==> src/rtl/aes_pkg.sv <==
// Shared definitions for the AES serial front-end: state encoding, default
// geometry, and the derived serial frame lengths the wrappers also use.
package aes_pkg;

    typedef enum logic [2:0] {
        StIdle,
        StLoad,
        StBusy,
        StDone,
        StSend
    } state_e;

    localparam int unsigned NB_DEFAULT = 4;
    localparam int unsigned NK_DEFAULT = 4;

    localparam int unsigned LOAD_BITS = 32 * (NB_DEFAULT + NK_DEFAULT);
    localparam int unsigned SEND_BITS = 32 * NB_DEFAULT;

    function automatic int unsigned load_bits(input int unsigned nb, input int unsigned nk);
        return 32 * (nb + nk);
    endfunction

    function automatic int unsigned send_bits(input int unsigned nb);
        return 32 * nb;
    endfunction

endpackage

==> src/rtl/aes_serial_responder.sv <==
// Device end of the single-bit host link: loads data+key LSB-first, runs the
// core through a start/done handshake and streams the result back on mosi.
module aes_serial_responder
    import aes_pkg::*;
#(
    parameter int unsigned Nb = NB_DEFAULT,
    parameter int unsigned Nk = NK_DEFAULT
) (
    input  logic                clk,
    input  logic                rst,
    input  logic                cs,
    input  logic                miso,
    output logic                mosi,
    output logic                finished,
    output logic                core_start,
    output logic [32*Nb-1:0]    core_data,
    output logic [32*Nk-1:0]    core_key,
    input  logic                core_done,
    input  logic [32*Nb-1:0]    core_result
);

    localparam int unsigned LoadBits = load_bits(Nb, Nk);
    localparam int unsigned SendBits = send_bits(Nb);
    localparam int unsigned IdxW     = $clog2(SendBits);
    localparam logic [8:0]  LoadEnd  = 9'(LoadBits);
    localparam logic [8:0]  SendEnd  = 9'(SendBits);

    state_e                 state_q;
    logic [8:0]             cnt_q;
    logic [LoadBits-1:0]    load_q;
    logic [SendBits-1:0]    result_q;

    logic [8:0]             cnt_inc;
    logic                   send_bit;
    logic [LoadBits-1:0]    load_mask;

    always_comb begin
        cnt_inc   = (cnt_q < SendEnd) ? cnt_q + 9'd1 : cnt_q;
        send_bit  = (cnt_inc < SendEnd) ? result_q[cnt_inc[IdxW-1:0]] : 1'b0;
        load_mask = {{(LoadBits-1){1'b0}}, miso} << cnt_q;
    end

    always_ff @(posedge clk) begin
        if (rst) begin
            state_q    <= StIdle;
            cnt_q      <= '0;
            load_q     <= '0;
            result_q   <= '0;
            mosi       <= 1'b0;
            finished   <= 1'b0;
            core_start <= 1'b0;
            core_data  <= '0;
            core_key   <= '0;
        end else begin
            core_start <= 1'b0;
            unique case (state_q)
                StIdle: begin
                    mosi <= 1'b0;
                    // Entry edge is the host's dummy edge: nothing is sampled.
                    if (cs) begin
                        state_q <= StLoad;
                        cnt_q   <= '0;
                        load_q  <= '0;
                    end
                end
                StLoad: begin
                    if (cs) begin
                        if (cnt_q < LoadEnd) begin
                            load_q <= load_q | load_mask;
                            cnt_q  <= cnt_q + 9'd1;
                        end
                    end else if (cnt_q == LoadEnd) begin
                        state_q    <= StBusy;
                        core_start <= 1'b1;
                        core_data  <= load_q[SendBits-1:0];
                        core_key   <= load_q[LoadBits-1:SendBits];
                    end else begin
                        state_q <= StIdle;
                    end
                end
                StBusy: begin
                    if (core_done) begin
                        result_q <= core_result;
                        finished <= 1'b1;
                        state_q  <= StDone;
                    end
                end
                StDone: begin
                    if (cs) begin
                        state_q  <= StSend;
                        cnt_q    <= '0;
                        finished <= 1'b0;
                        mosi     <= result_q[0];
                    end
                end
                StSend: begin
                    if (cs) begin
                        cnt_q <= cnt_inc;
                        mosi  <= send_bit;
                    end else begin
                        state_q <= StIdle;
                        mosi    <= 1'b0;
                    end
                end
                default: state_q <= StIdle;
            endcase
        end
    end

endmodule

==> config.mk <==
export PLATFORM = sky130hd
export DESIGN_NAME = aes_serial_responder
export DESIGN_NICKNAME = d
export VERILOG_FILES = /design/src/rtl/aes_pkg.sv /design/src/rtl/aes_serial_responder.sv
export SDC_FILE = /design/constraint.sdc
export NUM_CORES = 1
export LEC_CHECK = 0
export CAP_MARGIN = 20
export CORE_MARGIN = 3
export CORE_UTILIZATION = 45
export DETAILED_ROUTE_END_ITERATION = 10
export PLACE_DENSITY = 0.68
export SYNTH_ARGS = -nofsm -noshare
export SYNTH_HDL_FRONTEND = slang
export SYNTH_SLANG_ARGS = --single-unit
export TNS_END_PERCENT = 5
==> constraint.sdc <==
create_clock -name clk -period 5.83 [get_ports clk]
set_input_delay 0.583 -clock clk [delete_from_list [all_inputs] [get_ports clk]]
set_output_delay 0.583 -clock clk [all_outputs]
set_load 0.02 [all_outputs]
==> results.toml <==
[finish]
final_cells = 3823
final_nets = 3237
n_fill_cell = 4416
drive_gt1_share_pct = 6.57
multi_input_area_mm2 = 0.00921
n_antenna_cell = 0
layout-area-overhead-vs-synth_pct = 29.2
seq_area_mm2 = 0.0131

[drt]
highest_layer = "met4"
wl_um = 70000
num_vias = 20400
routed_via_density = 5.33
drt-initial-drc-count = 1865
first_pass_iters = 5
drcViolationCount = 0
met1_length_um = 30200
wl_met2_um = 33600
wl_met3_um = 4520
avgRoutedWirePerCell_um = 18.3
antenna_left = 0

[yosys]
netlist_instances = 2805
ys_seq_area_share_pct = 56.9
ys_ff_latch = 655
synth_top_area_share_pct = 56.9
synth_area_leader_cell = "dfxtp_1"
synth_area_per_cell_um2 = 8.22
yosysWarnings = 0
ys_top_cells_by_area = "dfxtp_1 (57%), a21oi_1 (14%), nand2_1 (13%), nor2_1 (4.8%), clkbuf_1 (3.2%)"
synth_ff_type = "dfxtp_1"
syn_nets = 2940
synth_edf_count = 0
syn_area_mm2 = 0.0230
synth.distinct_cells = 51
synthArstFlopShare_pct = 0

[job]
max-cap-violations = 0

[power_and_ir_drop]
switching_share_pct = 20.8
p_int_mw = 7.10
pwr-share-clk_pct = 47.3
p_seq_share_pct = 49.9
p_per_area_mw_per_mm2 = 301
vdd_drop_max_v = 0.000166
p_leak_nw = 9.92
combPwrFrac_pct = 2.7
p_switching_mw = 1.87

[sta]
fmax_mhz = 257
finalSetupTns_ps = 0
setup-violations-final = 0
rsz0062_at_grt = "false"
finalHoldViolations = 0
post-route-period-util_pct = 66.7
slew_violations = 0
clock_skew_ps = 13.5
relSlewSlack_pct = 27.7
tightest_slew_ps = 1080
setup_slack_ps = 1940
period_needed_ps = 3890
fin_hold_ws_ps = 444

[clock_network]
cts.hold.buffers_added = 0
cts-htree-levels = 3
cts_tree = "yes"
post_cts_resize_count = 0
clock_path_buffers = 3
cts_root_buffer = "clkbuf_16"
cts_made_buffers = 67
clk_pin_slew_ps = 60
clock_sinks = 655
clock_latency_ps = 590
postCtsSetupRepairBufs = 0

[grt]
grt_first_pass_wirelength_um = 107000
grt_antenna_before_repair = 0
overflow = 0
grt_pass1_vias = 19400
grt_max_degree = 149
grt_usage_pct = 25.0

[floorplan]
row_count = 82
die_y_um = 232
start_util_pct = 45.7
die_w_um = 232
ios = 392
fp.dieArea_mm2 = 0.0540
coreArea_mm2 = 0.0504

[status]
status = "finished clean"

[placement]
dp.cells = 3699
place_ws_ps = 1940
io_buffers = 391
gp_congestion = 0.868
place.detailed.hpwl_um = 45100

[setup_path]
start_kind = "flop"
critPathCaptureType = "flop"
worstSetupPathType = "reg2reg"
arrival_ps = 4350
worst_ep_required_time_ps = 6290
regToRegSetupSlack_ps = 1940
cp_max_fo = 25

[hold_path]
hp-class = "reg2reg"
## synth_stat cells (5+ instances only)
cell	count
a21oi_1	651
a311oi_1	7
a31oi_1	10
and3_1	5
buf_1	9
buf_2	5
clkbuf_1	195
dfxtp_1	655
mux2i_1	27
mux4_1	7
mux4_2	14
nand2_1	804
nand2b_1	9
nand3_1	18
nor2_1	296
nor2b_1	5
nor3_1	16
o21ai_0	11
## worst paths after layout
check | start | endpoint | cells past startpoint
min reg2reg | load_q[36] | core_data[36] | 2
min | load_q[36] | core_data[36] | 2
max reg2reg | cnt_q[0] | mosi | 8
max | cnt_q[0] | mosi | 8
## power by group through the flow
stage	sequential, mW	clock (mW)	combinational [mW]
2_1_floorplan	4.58	0	0.107
6_report	4.48	4.25	0.244
3_3_place_gp	4.58	0	0.236
5_1_grt	4.48	4.51	0.259
3_5_place_dp	4.58	0	0.238
4_1_cts	4.48	4.31	0.240
## cell families after synthesis
| family | share of synthesized area, % |
|---|---|
| muxes | 3.45 |
| buffers and inverters | 3.69 |
| DFF | 56.9 |
| AOI/OAI and AO/OA | 15.5 |
| xor gates and xnor gates | 0.369 |
| and+or+nand+nor | 19.9 |
| adders and majority gates | 0.109 |
## critical path, cell delays in order, from the launching register on
cell and delay, ps:
dfxtp_1 690, ha_1 340, nor3b_4 380, xor2_4 800, mux4_2 600, nor3_1 170
nor2_1 80, a311o_1 390, a221o_1 320
## per-stage QoR
| stage | util, % | power (mW) | area (µm²) |
|---|---|---|---|
| 2_1_floorplan | - | 4.68 | 23000 |
| 3_3_place_gp | 54.5 | 4.82 | 27400 |
| 3_5_place_dp | 54.6 | 4.82 | 27500 |
| 4_1_cts | 58.9 | 9.03 | 29700 |
| 5_1_grt | 59.1 | 9.24 | 29800 |
| 6_report | 59.1 | 8.97 | 29800 |
## routing by layer
layer,vias up,track usage [%]
met2,677,41.4
met5,-,0
met3,103,3.68
met1,9775,33.5
met4,0,8.27
li1,9831,-
## placed cells by master (no fill, tap or decap), types with 13 or more instances in the layout
cell / netlist / routed
nand2_1: 804 / 804
dfxtp_1: 655 / 655
a21oi_1: 651 / 651
clkdlybuf4s50_1: 0 / 390
nor2_1: 296 / 282
clkbuf_16: 0 / 71
buf_4: 3 / 41
mux2i_1: 27 / 27
nand3_1: 18 / 17
clkbuf_8: 0 / 15
mux4_2: 14 / 14
clkinv_2: 0 / 14
nor2_2: 0 / 13
clkbuf_1: 195 / 13
## flip-flops by register name, indices dropped and copies added, names as in the netlist
signal and flops:
load_q 256, core_start 1, state_q 3, core_key 128
core_data 128, mosi 1, result_q 128, finished 1
cnt_q 9
## layout make-up
type                    instances  area share [%]
repair buffers                442            14.8
inverters                       4          0.0504
clock buffers                  97            6.73
multi-input cells            1932            30.9
well taps                     672            2.83
flip-flops and latches        655            44.1
clock inverters                21           0.643
No activity file was read; power rests on OpenSTA's default activity.
